--- src/rtl/dmem_arbiter_if.sv ---
// Bundles the pipeline, debug and data-memory buses of dmem_arbiter.
// The dbg_lock signal exists only when DMEM_ARB_LOCK_EN is defined.
interface dmem_arbiter_if #(
  parameter int ADDR_W = 8,
  parameter int DATA_W = 32
);
  logic              pipe_rd;
  logic              pipe_wr;
  logic [ADDR_W-1:0] pipe_addr;
  logic [DATA_W-1:0] pipe_wdata;
  logic [DATA_W-1:0] pipe_rdata;
  logic              pipe_stall;

  logic              dbg_req;
  logic              dbg_we;
  logic [ADDR_W-1:0] dbg_addr;
  logic [DATA_W-1:0] dbg_wdata;
`ifdef DMEM_ARB_LOCK_EN
  logic              dbg_lock;
`endif
  logic              dbg_gnt;
  logic              dbg_rvalid;
  logic [DATA_W-1:0] dbg_rdata;

  logic              mem_rd;
  logic              mem_wr;
  logic [ADDR_W-1:0] mem_addr;
  logic [DATA_W-1:0] mem_wdata;
  logic [DATA_W-1:0] mem_rdata;

  // Arbiter side.
  modport slave (
    input  pipe_rd, pipe_wr, pipe_addr, pipe_wdata,
    input  dbg_req, dbg_we, dbg_addr, dbg_wdata,
`ifdef DMEM_ARB_LOCK_EN
    input  dbg_lock,
`endif
    input  mem_rdata,
    output pipe_rdata, pipe_stall, dbg_gnt, dbg_rvalid, dbg_rdata,
    output mem_rd, mem_wr, mem_addr, mem_wdata
  );

  // Requester/memory side.
  modport master (
    output pipe_rd, pipe_wr, pipe_addr, pipe_wdata,
    output dbg_req, dbg_we, dbg_addr, dbg_wdata,
`ifdef DMEM_ARB_LOCK_EN
    output dbg_lock,
`endif
    output mem_rdata,
    input  pipe_rdata, pipe_stall, dbg_gnt, dbg_rvalid, dbg_rdata,
    input  mem_rd, mem_wr, mem_addr, mem_wdata
  );
endinterface

--- src/rtl/dmem_arbiter.sv ---
// Data-memory arbiter: pipeline has priority, debug port uses idle slots or a forced
// slot after STARVE_LIMIT waits. Locked debug bursts are enabled by DMEM_ARB_LOCK_EN.
module dmem_arbiter #(
  parameter int ADDR_W       = 8,
  parameter int DATA_W       = 32,
  parameter int STARVE_LIMIT = 4
`ifdef DMEM_ARB_LOCK_EN
  , parameter int LOCK_MAX   = 16
`endif
) (
  input  logic          clk,
  input  logic          rst,
  dmem_arbiter_if.slave bus,
  output logic          dbg_state_o
);
  // Handshake: pipe_rd/pipe_wr and dbg_req are valids held until accepted; the pipeline
  // is accepted in a cycle with pipe_stall=0, the debug port in a cycle with dbg_gnt=1.
  localparam logic [3:0] STARVE_MAX = 4'(STARVE_LIMIT);

  typedef enum logic {S_RUN = 1'b0, S_LOCK = 1'b1} state_t;

  state_t            state_q, state_d;
  logic [3:0]        starve_q, starve_d;
  logic              dbg_rvalid_q, dbg_rvalid_d;
  logic [DATA_W-1:0] dbg_rdata_q, dbg_rdata_d;
`ifdef DMEM_ARB_LOCK_EN
  localparam int             LCW       = $clog2(LOCK_MAX + 1);
  localparam logic [LCW-1:0] LOCK_LAST = LCW'(LOCK_MAX - 1);
  logic [LCW-1:0]    lock_cnt_q, lock_cnt_d;
`endif

  logic              pipe_act;
  logic              starve_hit;
  logic              dbg_own;
  logic              pipe_own;
  logic              stall;
  logic              mem_rd;
  logic              mem_wr;
  logic [ADDR_W-1:0] mem_addr;
  logic [DATA_W-1:0] mem_wdata;

  always_ff @(posedge clk) begin
    if (rst) begin
      state_q      <= S_RUN;
      starve_q     <= '0;
      dbg_rvalid_q <= 1'b0;
      dbg_rdata_q  <= '0;
`ifdef DMEM_ARB_LOCK_EN
      lock_cnt_q   <= '0;
`endif
    end else begin
      state_q      <= state_d;
      starve_q     <= starve_d;
      dbg_rvalid_q <= dbg_rvalid_d;
      dbg_rdata_q  <= dbg_rdata_d;
`ifdef DMEM_ARB_LOCK_EN
      lock_cnt_q   <= lock_cnt_d;
`endif
    end
  end

  always_comb begin
    state_d      = S_RUN;
    dbg_rvalid_d = dbg_own & ~bus.dbg_we;
    dbg_rdata_d  = dbg_rvalid_d ? bus.mem_rdata : dbg_rdata_q;
    if (dbg_own || !bus.dbg_req)
      starve_d = '0;
    else if (starve_q == STARVE_MAX)
      starve_d = starve_q;
    else
      starve_d = starve_q + 4'd1;
`ifdef DMEM_ARB_LOCK_EN
    // lock_cnt counts every beat of the burst, entry grant included.
    lock_cnt_d = lock_cnt_q;
    unique case (state_q)
      S_RUN: begin
        if (dbg_own && bus.dbg_lock) begin
          state_d    = S_LOCK;
          lock_cnt_d = LCW'(1);
        end
      end
      S_LOCK: begin
        state_d = S_LOCK;
        if (dbg_own)
          lock_cnt_d = lock_cnt_q + LCW'(1);
        if (!bus.dbg_lock || !bus.dbg_req || lock_cnt_q == LOCK_LAST) begin
          state_d    = S_RUN;
          lock_cnt_d = '0;
        end
      end
      default: ;
    endcase
`endif
  end

  always_comb begin
    pipe_act   = bus.pipe_rd | bus.pipe_wr;
    starve_hit = bus.dbg_req && (starve_q == STARVE_MAX);
    dbg_own    = 1'b0;
    pipe_own   = 1'b0;
    stall      = 1'b0;
    if (!rst) begin
      if (state_q == S_LOCK) begin
        dbg_own = bus.dbg_req;
        stall   = pipe_act;
      end else if (starve_hit) begin
        dbg_own = 1'b1;
        stall   = pipe_act;
      end else if (pipe_act) begin
        pipe_own = 1'b1;
      end else begin
        dbg_own = bus.dbg_req;
      end
    end
    mem_rd    = 1'b0;
    mem_wr    = 1'b0;
    mem_addr  = bus.pipe_addr;
    mem_wdata = bus.pipe_wdata;
    if (dbg_own) begin
      mem_wr    = bus.dbg_we;
      mem_rd    = ~bus.dbg_we;
      mem_addr  = bus.dbg_addr;
      mem_wdata = bus.dbg_wdata;
    end else if (pipe_own) begin
      mem_wr = bus.pipe_wr;
      mem_rd = bus.pipe_rd & ~bus.pipe_wr;
    end
  end

  assign bus.dbg_gnt    = dbg_own;
  assign bus.pipe_stall = stall;
  assign bus.pipe_rdata = bus.mem_rdata;
  assign bus.dbg_rvalid = dbg_rvalid_q;
  assign bus.dbg_rdata  = dbg_rdata_q;
  assign bus.mem_rd     = mem_rd;
  assign bus.mem_wr     = mem_wr;
  assign bus.mem_addr   = mem_addr;
  assign bus.mem_wdata  = mem_wdata;
  assign dbg_state_o    = state_q;
endmodule

--- src/flat_wrapper.sv ---
// flat-port wrapper written by rule: the top's interface ports become plain ports
module dmem_arbiter_flat 
#(
  parameter int ADDR_W       = 8,
  parameter int DATA_W       = 32,
  parameter int STARVE_LIMIT = 4

)
  (clk, rst, dbg_state_o, bus_pipe_rd, bus_pipe_wr, bus_pipe_addr, bus_pipe_wdata, bus_dbg_req, bus_dbg_we, bus_dbg_addr, bus_dbg_wdata, bus_mem_rdata, bus_pipe_rdata, bus_pipe_stall, bus_dbg_gnt, bus_dbg_rvalid, bus_dbg_rdata, bus_mem_rd, bus_mem_wr, bus_mem_addr, bus_mem_wdata);
  dmem_arbiter_if #(.ADDR_W(ADDR_W), .DATA_W(DATA_W)) bus_i ();
  input  logic clk;
  input  logic rst;
  output logic dbg_state_o;
  input wire logic [$bits(bus_i.pipe_rd)-1:0] bus_pipe_rd;
  input wire logic [$bits(bus_i.pipe_wr)-1:0] bus_pipe_wr;
  input wire logic [$bits(bus_i.pipe_addr)-1:0] bus_pipe_addr;
  input wire logic [$bits(bus_i.pipe_wdata)-1:0] bus_pipe_wdata;
  input wire logic [$bits(bus_i.dbg_req)-1:0] bus_dbg_req;
  input wire logic [$bits(bus_i.dbg_we)-1:0] bus_dbg_we;
  input wire logic [$bits(bus_i.dbg_addr)-1:0] bus_dbg_addr;
  input wire logic [$bits(bus_i.dbg_wdata)-1:0] bus_dbg_wdata;
  input wire logic [$bits(bus_i.mem_rdata)-1:0] bus_mem_rdata;
  output wire logic [$bits(bus_i.pipe_rdata)-1:0] bus_pipe_rdata;
  output wire logic [$bits(bus_i.pipe_stall)-1:0] bus_pipe_stall;
  output wire logic [$bits(bus_i.dbg_gnt)-1:0] bus_dbg_gnt;
  output wire logic [$bits(bus_i.dbg_rvalid)-1:0] bus_dbg_rvalid;
  output wire logic [$bits(bus_i.dbg_rdata)-1:0] bus_dbg_rdata;
  output wire logic [$bits(bus_i.mem_rd)-1:0] bus_mem_rd;
  output wire logic [$bits(bus_i.mem_wr)-1:0] bus_mem_wr;
  output wire logic [$bits(bus_i.mem_addr)-1:0] bus_mem_addr;
  output wire logic [$bits(bus_i.mem_wdata)-1:0] bus_mem_wdata;
  assign bus_i.pipe_rd = bus_pipe_rd;
  assign bus_i.pipe_wr = bus_pipe_wr;
  assign bus_i.pipe_addr = bus_pipe_addr;
  assign bus_i.pipe_wdata = bus_pipe_wdata;
  assign bus_i.dbg_req = bus_dbg_req;
  assign bus_i.dbg_we = bus_dbg_we;
  assign bus_i.dbg_addr = bus_dbg_addr;
  assign bus_i.dbg_wdata = bus_dbg_wdata;
  assign bus_i.mem_rdata = bus_mem_rdata;
  assign bus_pipe_rdata = bus_i.pipe_rdata;
  assign bus_pipe_stall = bus_i.pipe_stall;
  assign bus_dbg_gnt = bus_i.dbg_gnt;
  assign bus_dbg_rvalid = bus_i.dbg_rvalid;
  assign bus_dbg_rdata = bus_i.dbg_rdata;
  assign bus_mem_rd = bus_i.mem_rd;
  assign bus_mem_wr = bus_i.mem_wr;
  assign bus_mem_addr = bus_i.mem_addr;
  assign bus_mem_wdata = bus_i.mem_wdata;
  dmem_arbiter #(.ADDR_W(ADDR_W), .DATA_W(DATA_W), .STARVE_LIMIT(STARVE_LIMIT)) u_core (.clk(clk), .rst(rst), .bus(bus_i), .dbg_state_o(dbg_state_o));
endmodule
--- config.mk ---
export PLATFORM = sky130hd
export DESIGN_NAME = dmem_arbiter_flat
export DESIGN_NICKNAME = d
export VERILOG_FILES = /design/src/rtl/dmem_arbiter_if.sv /design/src/rtl/dmem_arbiter.sv /design/src/flat_wrapper.sv
export SDC_FILE = /design/constraint.sdc
export NUM_CORES = 1
export LEC_CHECK = 0
export BUFFER_PORTS_ARGS = -buffer_cell sky130_fd_sc_hd__buf_2
export CORE_ASPECT_RATIO = 0.5
export CORE_MARGIN = 10
export CORE_UTILIZATION = 28
export DETAILED_ROUTE_END_ITERATION = 6
export GPL_TIMING_DRIVEN = 0
export SYNTH_ARGS = -nofsm -noshare
export SYNTH_HDL_FRONTEND = slang
export SYNTH_SLANG_ARGS = --single-unit
--- constraint.sdc ---
create_clock -name clk -period 2.6 [get_ports clk]
set_input_delay 0.26 -clock clk [delete_from_list [all_inputs] [get_ports clk]]
set_output_delay 0.26 -clock clk [all_outputs]
set_load 0.005 [all_outputs]
Yosys cells after proc, flatten, opt, wreduce, memory -nomap -nowiden
Cells that the tools add are included.
{ "op_classes": {"n_addsub": 1, "n_eq_ne": 1, "n_mux": 14, "n_bitwise": 5, "reduce_logical": 4} }
{ "ops": {"columns": ["op", "n"], "rows": [
  ["32-bit two-way mux", 1],
  ["1-bit two-way mux", 12],
  ["8-bit two-way mux", 1],
  ["4-bit by 1-bit adder with 4-bit output (second input constant)", 1],
  ["4-bit by 3-bit == test with 1-bit output (second input constant)", 1],
  ["1-bit bitwise AND", 2],
  ["1-bit inverter", 2],
  ["2-bit OR reduction", 1],
  ["1-bit logical AND", 1],
  ["1-bit logical NOT", 1],
  ["1-bit logical OR", 1],
  ["1-bit bitwise OR", 1]
]} }
{ "totals": {"regBits": 37, "inputBits": 118, "out_inout_bits": 110, "word_cells": 28} }

Logic depth before layout (Yosys ltp)
Gate-level depths: netlist of run 1.
{ "depth": {"depth_word": 6, "mapped_depth": 7, "ltp_nobuf": 5} }

Worst setup path after synthesis of run 1
OpenSTA, ideal clock, no wires.
{ "synth_path": {"kind": "register to output", "startpoint": "register u_core.starve_q[0]", "endpoint": "output bus_mem_addr[1]", "arrival_ns": 1.659, "required_time_ns": 2.340, "setup_slack_ns": 0.681, "path_stages_with_launch": 8, "path_buffers": 2, "cell_sequence": "dfxtp_1 > inv_1 > ha_1 > and3b_1 > buf_6 > o21ai_4 > buf_6 > mux2_2"} }
{ "synth_via": {"elab_chain_len": 5} }
{ "synth_rtl": {"columns": ["item", "line_no", "text"], "rows": [
  ["from (decl)", "dmem_arbiter.sv:23", "logic [3:0] starve_q, starve_d;"],
  ["from (signal assigned)", "dmem_arbiter.sv:53", "starve_q <= starve_d;"],
  ["4-bit by 3-bit == test with 1-bit output", "dmem_arbiter.sv:98", "starve_hit = bus.dbg_req && (starve_q == STARVE_MAX);"],
  ["1-bit logical AND", "dmem_arbiter.sv:98", null],
  ["1-bit two-way mux", "dmem_arbiter.sv:106", "end else if (starve_hit) begin"],
  ["1-bit two-way mux", "dmem_arbiter.sv:102", "if (!rst) begin"],
  ["8-bit two-way mux", "dmem_arbiter.sv:119", "if (dbg_own) begin"],
  ["to (decl)", "flat_wrapper.sv:30", "output wire logic [$bits(bus_i.mem_addr)-1:0] bus_mem_addr;"]
]} }
No other way between the ends.

Final worst setup path of run 1
{ "layout_path": {"startpoint": "register u_core.starve_q[0]", "endpoint": "output bus_mem_wdata[11]"} }
{ "layout_via": {"elab_chain_len": 5} }
{ "layout_rtl": {"columns": ["item", "line_no", "text"], "rows": [
  ["4-bit by 3-bit == test with 1-bit output", "dmem_arbiter.sv:98", null],
  ["1-bit logical AND", "dmem_arbiter.sv:98", null],
  ["1-bit two-way mux", "dmem_arbiter.sv:106", null],
  ["1-bit two-way mux", "dmem_arbiter.sv:102", null],
  ["32-bit two-way mux", "dmem_arbiter.sv:119", null],
  ["to (decl)", "flat_wrapper.sv:31", "output wire logic [$bits(bus_i.mem_wdata)-1:0] bus_mem_wdata;"]
]} }
No other way between the ends.

==> results of run 1 <==
==> kinds of logic after synthesis <==
group                    count (synthesis)  share of synthesized area [%]
other                                    1                         0.1369
multiplexers                            41                          16.81
XOR/XNOR                                 1                         0.3198
adder cells (fa/ha/maj)                  2                         0.9135
AO/OA/AOI/OAI                           37                          11.74
flip-flops                              37                          27.04
AND/OR/NAND/NOR                        149                          27.55
buffers and inverters                   70                          15.49
==> cell usage in the layout, fill, tap and decap left out, drive strengths merged <==
master and count:
nor2 6, nand3 66, o21ai 1, nand2b 1, conb 1, dfxtp 37, buf 266, nand2 35
nor2b 34, a21oi 2, nand4b 1, ha 2, clkinv 1, xnor2 1, clkbuf 33, bufinv 1
nor3 2, o2111ai 32, mux2i 1, inv 5, mux2 40, and3b 1, a21o 2, nand3b 2
or2 1
==> metrics by stage <==
stage / setup TNS (ps) / setup WS [ps] / instances / instance area [um^2]
6_report: 0 / 129.9 / 709 / 4222
3_5_place_dp: 0 / 378.1 / 699 / 4039
2_1_floorplan: 0 / 680.6 / 338 / 2739
4_1_cts: 0 / 67.19 / 707 / 4207
5_1_grt: -2.146 / -2.146 / 709 / 4222
3_3_place_gp: 0 / 393.4 / 699 / 4039
==> area by class of cell <==
type                    count  area [um^2]
plain buffers              65        405.4
fillers                  1010         5256
multi-input cells         231         1574
repair buffers            228         1146
well taps                 135        168.9
clock inverters             2        38.79
clock buffers               6        128.9
flip-flops and latches     37        740.7
inverters                   5        18.77
==> synthesized netlist by cell type (2+ instances only) <==
cell / instances
a21o_1: 2
a21oi_1: 2
buf_4: 33
buf_6: 5
clkbuf_1: 27
dfxtp_1: 37
ha_1: 2
inv_1: 5
mux2_1: 5
mux2_2: 35
nand2_1: 35
nand3_1: 66
nand3b_1: 2
nor2_1: 5
nor2b_1: 34
nor3_1: 2
o2111ai_1: 32
==> final timing paths <==
| kind | start | endpoint | slack (ps) | cells past startpoint |
|---|---|---|---|---|
| setup / recovery | u_core.starve_q[0] | bus_mem_wdata[11] | 130 | 8 |
| hold reg to reg | u_core.starve_q[0] | u_core.starve_q[0] | 470 | 1 |
| setup reg to reg | u_core.starve_q[0] | u_core.bus.dbg_rdata[19] | 860 | 7 |
| hold / removal | bus_dbg_we | u_core.bus.dbg_rvalid | 180 | 2 |
==> flip-flops by register name (all words and copies together) (netlist names) <==
signal / cells
u_core.bus.dbg_rvalid: 1
u_core.starve_q: 4
u_core.bus.dbg_rdata: 32
==> power by group <==
| group | leakage [nW] | switching (mW) | internal (mW) |
|---|---|---|---|
| clock network | 0.0810 | 0.237 | 0.454 |
| registers | 0.301 | 0.0137 | 0.598 |
| logic | 1.76 | 0.196 | 0.233 |
==> per-layer routing <==
metal | vias to the layer above | track usage (%) | part of all wire [%]
met5 | - | 0 | 0
met4 | 0 | 2.204 | 0.61
met3 | 6 | 2.912 | 5.8
met2 | 125 | 26.98 | 52
met1 | 1510 | 16.99 | 41
li1 | 1641 | - | -
==> impl_metrics.tcl, run 1 <==
set metrics [dict create \
    outcome "finished clean" \
    min_period_ps 2470 \
    clk_pin_slew_ps 60 \
    crit_type "reg -> out" \
    worst-endpoint-required_ps 2340 \
    antenna_left 0 \
    syn_inst 338 \
    peakVddDrop_v 0.0002872 \
    place.gp.congestion 0.7906 \
    cts_made_buffers 5 \
    fmax_mhz 404.8 \
    h-tree-depth 2 \
    power.density_nw_per_um2 410.5 \
    synth-seq-cells 37 \
    die_h_um 89.94 \
    cpMostUsedCell "buf_6" \
    final_core_util_pct 44.54 \
    io_pins 228 \
    grt-ovfl-total 0 \
    dpl.hpwl_mm 9.376 \
    worst_slew_pin_slew_ps 500.9 \
    max_stage_delay_ps 380 \
    dieWidth_um 159.9 \
    worstSetupEndpointType "output pin" \
    cp_data_arrival_time_ps 2210 \
    routed_wl_mm 11.37 \
    crit_fanout 10 \
    synth_edf_count 0 \
    nets 693 \
    hold_slack_ps 180.4 \
    cts_setup_buffers 0 \
    clock_sinks 37 \
    num_rows 25 \
    design.die.area_um2 14380 \
    antenna_found_initial 0 \
    async_flop_share_pct 0 \
    drive_gt1_share_pct 54.18 \
    viasPerCell 4.629 \
    syn_area_um2 2739 \
    root_buffer "clkbuf_16" \
    synth-main-ff-cell "dfxtp_1" \
    crit_path_cell_trace "inv_1, ha_1, and3b_1, buf_6, o21ai_4, buf_6, mux2_2, buf_2" \
    crit_slowest_cell "dfxtp_1" \
    clockBufferDepth 2 \
    start_util_pct 28.90 \
    cts_tree "built" \
    first_pass_iters 4 \
    vias 3282 \
    io_buffers 226 \
    netlist_top_cells_area "dfxtp_1, mux2_2, nand3_1" \
    maxSlewViolCount 0 \
    grt_max_degree 13 \
    total_power_mw 1.733 \
    setup_viol 0 \
    hold_path.class "in -> reg" \
    hold_buffers 0 \
    grt_pass1_wl_mm 17.62 \
    insertion_delay_ps 280 \
    path_buf_inv 4 \
    gr-usage-all-layers_pct 14.47 \
    cp_top_family "buffers and inverters" \
    num_antenna_cells 0 \
    startpoint_type "flip-flop" \
    cts.repair.resized 0 \
    drv_cap 0 \
    slew_headroom_pct 66.61 \
    grt_pass1_vias 3208 \
    final.setup_skew_ps 7.319 \
    timing_hold_violations_final 0 \
    route.detailed.drc 0 \
    initialDrtViolationCount 244 \
    p_leak_nw 2.146 \
    yosysTopAreaCellShare_pct 27.04 \
    yosysUniqueCellTypes 26 \
    avgSynthCellArea_um2 8.103 \
    fp.coreArea_um2 9478 \
    drt-wirelength-per-cell_um 16.04 \
    ys_warn_count 0 \
    area_growth_pct 54.13 \
    synth_nets 458 \
    fin_crit_sh_pct 95.00 \
    ys_seq_area_share_pct 27.04 \
    synth_area_leader_cell "dfxtp_1" \
]
Note: power is estimated with default switching activity, not from simulation.
==> inputs of run 2 (changes only) <==
Settings changed: CORE_UTILIZATION 28 to 39, PLACE_DENSITY set to 0.81.
==> impl_metrics.tcl, run 2 (synthesis results as in run 1) <==
set metrics [dict create \
    outcome "finished clean" \
    num_rows 21 \
    dieWidth_um 138.5 \
    cpMostUsedCell "buf_6" \
    fillers 616 \
    final.setup_skew_ps 6.457 \
    first_pass_iters 4 \
    crit_path_cell_trace "inv_1, ha_1, and3b_1, buf_6, o21ai_4, buf_6, mux2_2, buf_2" \
    p_leak_nw 2.155 \
    antenna_found_initial 0 \
    crit_type "reg -> out" \
    setup_viol 0 \
    io_pins 228 \
    area_growth_pct 52.86 \
    place.gp.congestion 0.7872 \
    cp_data_arrival_time_ps 2210 \
    dp.cells 656 \
    start_util_pct 40.56 \
    drv_cap 0 \
    viasPerCell 5.039 \
    reg2reg_slack_ps 830 \
    route.detailed.drc 0 \
    max_stage_delay_ps 390 \
    crit_fanout 10 \
    power.density_nw_per_um2 441.6 \
    grt-ovfl-total 0 \
    met3_usage_pct 3.800 \
    worst-endpoint-required_ps 2340 \
    dpl.hpwl_mm 9.273 \
    initialDrtViolationCount 207 \
    gr-usage-met1_pct 20.94 \
    largest_reg_flops 32 \
    tns_ps 0 \
    clk_pin_slew_ps 60 \
    h-tree-depth 2 \
    maxSlewViolCount 0 \
    root_buffer "clkbuf_16" \
    timing_hold_violations_final 0 \
    antenna_left 0 \
    final_cell_mix "buf_2, nand3_1, dfxtp_1" \
    peakVddDrop_v 0.0002698 \
    clockBufferDepth 2 \
    met2_usage_pct 36.84 \
    die_h_um 79.26 \
    vias 3351 \
    hold_slack_ps 179.0 \
    cts.repair.resized 0 \
    cts_tree "built" \
    pwr-share-comb_pct 23.2 \
    drive_gt1_share_pct 54.28 \
    final_cells 665 \
    design.die.area_um2 10980 \
    grt_pass1_wl_mm 17.63 \
    gr-usage-all-layers_pct 18.93 \
    clock_power_share_pct 43.7 \
    crit_slowest_cell "dfxtp_1" \
    rsz0062_at_grt "no" \
    min_period_ps 2475 \
    worstSetupEndpointType "output pin" \
    io_buffers 226 \
    clock_sinks 37 \
    share_seq_of_total_power_pct 33.1 \
    drt-wirelength-per-cell_um 16.93 \
    fp.coreArea_um2 6753 \
    fin_crit_sh_pct 95.19 \
    total_power_mw 1.849 \
    p_int_mw 1.384 \
    nets 692 \
    busiest_layer "met2" \
    layout_commonest_cell "buf_2" \
    cts_made_buffers 5 \
    grt_pass1_vias 3328 \
    insertion_delay_ps 280 \
    p_sw_share_pct 25.16 \
    p_sw_mw 0.4651 \
    fmax_mhz 404.1 \
    routed_wl_mm 11.26 \
    num_antenna_cells 0 \
    grt_max_degree 14 \
    startpoint_type "flip-flop" \
    hold_path.class "in -> reg" \
]
[run 2: worst max-delay path, delay by kind of cell (launching register included)]
family          cells  cell delay (ps)
buf+inv             4              520
flops               1              390
mux                 1              340
fa+ha+maj           1              230
compound gates      1              230
simple gates        1              200
[run 2: final timing paths]
check,from,to,depth (start not counted)
worst max-delay path,u_core.starve_q[0],bus_mem_wdata[18],8
worst min-delay path,bus_dbg_we,u_core.bus.dbg_rvalid,2
worst max register to register,u_core.starve_q[0],u_core.bus.dbg_rdata[5],7
worst min register to register,u_core.starve_q[0],u_core.starve_q[0],1
[run 2: final cells by class]
cell class              instances  area [um^2]  area share (%)
plain buffers                  65        405.4           9.683
clock buffers                   5        125.1           2.989
clock inverters                 3        68.82           1.644
inverters                       5        18.77          0.4483
multi-input cells             231         1574           37.60
flip-flops and latches         37        740.7           17.69
well taps                      92        115.1           2.750
repair buffers                227         1139           27.20
[run 2: what timing repair did]
action	4_1_cts	5_1_grt
buffers inserted	0	1
hold endpoints to repair	0	0
hold buffers	0	0
setup endpoints to repair	0	38
[run 2: power by group through the flow]
stage                     sequential [mW]  clock, mW  combinational [mW]
after detailed placement            0.624          0               0.429
after floorplan                     0.627          0               0.195
after global placement              0.622          0               0.423
final                               0.612      0.808               0.429
after global routing                0.615      0.834               0.472
after CTS                           0.612      0.814               0.432
[run 2: layer usage]
layer	vias up	wire length (um)
met5	-	0
met4	0	174
met3	13	714
met2	126	6008
met1	1567	4363
li1	1645	-
[run 2: stage by stage]
stage | utilization (%) | area (um^2) | setup slack (ps)
after floorplan | - | 2739 | 680.6
after global placement | 59.01 | 3985 | 413.0
after detailed placement | 59.01 | 3985 | 372.0
after CTS | 61.89 | 4179 | 65.08
after global routing | 62.00 | 4187 | 4.663
final | 62.00 | 4187 | 125.1
==> inputs of run 3 (changes only) <==
--- a/config.mk
+++ b/config.mk
@@ -6,4 +6,5 @@
 export NUM_CORES = 1
 export LEC_CHECK = 0
+export ABC_CLOCK_PERIOD_IN_PS = 2600
 export BUFFER_PORTS_ARGS = -buffer_cell sky130_fd_sc_hd__buf_2
 export CORE_ASPECT_RATIO = 0.5
==> constraint.sdc (replaced) <==
create_clock -name clk -period 2.6 [get_ports clk]
set_input_delay 0.39 -clock clk [delete_from_list [all_inputs] [get_ports clk]]
set_output_delay 0.39 -clock clk [all_outputs]
set_load 0.005 [all_outputs]
==> impl_metrics.tcl, run 3 (synthesis results as in run 1) <==
set metrics [dict create \
    grt_pass1_vias 3362 \
    startpoint_type "flip-flop" \
    die_h_um 79.26 \
    final_cells 668 \
    drv_cap 0 \
    cts_tree "built" \
    viasPerCell 5.052 \
    crit_fanout 10 \
    gr-usage-all-layers_pct 19.08 \
    clk_pin_slew_ps 60 \
    area_growth_pct 54.32 \
    peakVddDrop_v 0.0002835 \
    maxSlewViolCount 0 \
    layout_commonest_cell "buf_2" \
    p_leak_nw 2.174 \
    p_sw_mw 0.4665 \
    grt-ovfl-total 0 \
    timing.rr.end "u_core.bus.dbg_rdata[5]" \
    place.gp.congestion 0.7872 \
    dpl.hpwl_mm 9.273 \
    fin_crit_sh_pct 96.36 \
    first_pass_iters 4 \
    p_sw_share_pct 25.17 \
    clockBufferDepth 2 \
    power.density_nw_per_um2 438.5 \
    routed_wl_mm 11.31 \
    setup_viol 0 \
    fp.coreArea_um2 6753 \
    grt_pass1_wl_mm 17.80 \
    timing_hold_violations_final 0 \
    route.detailed.drc 0 \
    final.setup_skew_ps 4.976 \
    drive_gt1_share_pct 55.03 \
    dp.cells 656 \
    regToRegStartpoint "u_core.starve_q[0]" \
    antenna_found_initial 0 \
    fmax_mhz 399.1 \
    p_int_mw 1.387 \
    clock_sinks 37 \
    final_cell_mix "buf_2, nand3_1, buf_4" \
    largest_reg_flops 32 \
    num_antenna_cells 0 \
    tns_ps 0 \
    min_path_cells 2 \
    share_seq_of_total_power_pct 33.0 \
    pwr-share-comb_pct 23.3 \
    crit_type "reg -> out" \
    initialDrtViolationCount 222 \
    num_rows 21 \
    vias 3375 \
    clock_power_share_pct 43.6 \
    fillers 609 \
    outcome "finished clean" \
    root_buffer "clkbuf_16" \
    min_period_ps 2505 \
    hold_end "u_core.bus.dbg_rvalid" \
    start_util_pct 40.56 \
    insertion_delay_ps 280 \
    rr_worst_depth 7 \
    dieWidth_um 138.5 \
    drt-wirelength-per-cell_um 16.93 \
    worstSetupEndpointType "output pin" \
    rsz0062_at_grt "no" \
    cts_made_buffers 5 \
    antenna_left 0 \
    grt_max_degree 14 \
    hold_path.class "in -> reg" \
    cp_data_arrival_time_ps 2120 \
    worst-endpoint-required_ps 2210 \
    total_power_mw 1.853 \
    min_from "bus_dbg_we" \
    nets 695 \
    io_pins 228 \
    final_core_util_pct 62.59 \
    reg2reg_slack_ps 920 \
    h-tree-depth 2 \
    design.die.area_um2 10980 \
    hold_buffers 0 \
    io_buffers 226 \
]
==> run 3: changes by cell type in the layout (fill, tap and decap cells not counted) <==
cell,previous run,this run
buf_4,34,36
dfxtp_1,37,35
dfxtp_2,0,2
buf_12,0,1
ha_1,2,1
ha_2,0,1
==> run 3: worst max-delay path by stage <==
stage | slack, ps | cells past startpoint | from | to
floorplan | 550 | 7 | u_core.starve_q[0] | bus_mem_addr[1]
global placement | 280 | 8 | u_core.starve_q[0] | bus_mem_addr[3]
detailed placement | 240 | 8 | u_core.starve_q[0] | bus_mem_wdata[10]
CTS | 40 | 9 | u_core.starve_q[1] | bus_mem_addr[4]
global route | 20 | 9 | u_core.starve_q[0] | bus_mem_wdata[14]
finish | 90 | 9 | u_core.starve_q[0] | bus_mem_wdata[18]
==> run 3: power by group through the flow <==
stage               combinational [mW]  clock (mW)  sequential (mW)
floorplan                        0.195           0            0.627
global placement                 0.423           0            0.622
detailed placement               0.429           0            0.624
CTS                              0.436       0.814            0.612
global route                     0.475       0.833            0.616
finish                           0.433       0.809            0.612
==> run 3: critical path, cell delays in order, from the launching register on <==
cell and delay (ps):
dfxtp_2 360, inv_1 50, ha_2 200, and3b_1 190
buf_6 130, o21ai_4 140, buf_12 140, buf_6 140
mux2_2 340, buf_2 140
==> run 3: area by class of cell <==
cell class	instances	area (um^2)	share of cell area (%)
well taps	92	115.1	2.723
clock buffers	5	125.1	2.960
flip-flops and latches	37	743.2	17.58
plain buffers	65	405.4	9.591
clock inverters	3	68.82	1.628
multi-input cells	231	1577	37.30
repair buffers	230	1174	27.77
inverters	5	18.77	0.4441
==> run 3: stage by stage <==
stage | hold slack, ps | area [um^2] | setup slack [ps]
floorplan | 429.7 | 2739 | 550.6
global placement | 451.4 | 3985 | 283.0
detailed placement | 477.8 | 3985 | 242.0
CTS | 306.0 | 4220 | 36.47
global route | 327.1 | 4227 | 19.18
finish | 308.8 | 4227 | 94.51
==> run 3: what timing repair did <==
| item | CTS | global route |
|---|---|---|
| endpoints found under the hold margin | 0 | 0 |
| gates cloned | 2 | 0 |
| endpoints found under the setup margin | 38 | 34 |
| resized for setup | 2 | 3 |
| pin swaps | 1 | 0 |
| buffers inserted | 2 | 0 |
==> run 3: metal layers <==
layer  vias to the layer above  GRT usage, %  part of all wire [%]
met4                         0         4.393                   1.5
met3                        12         3.800                   6.5
li1                       1650             -                     -
met5                         -             0                     0
met2                       146         37.36                    53
met1                      1567         20.98                    39
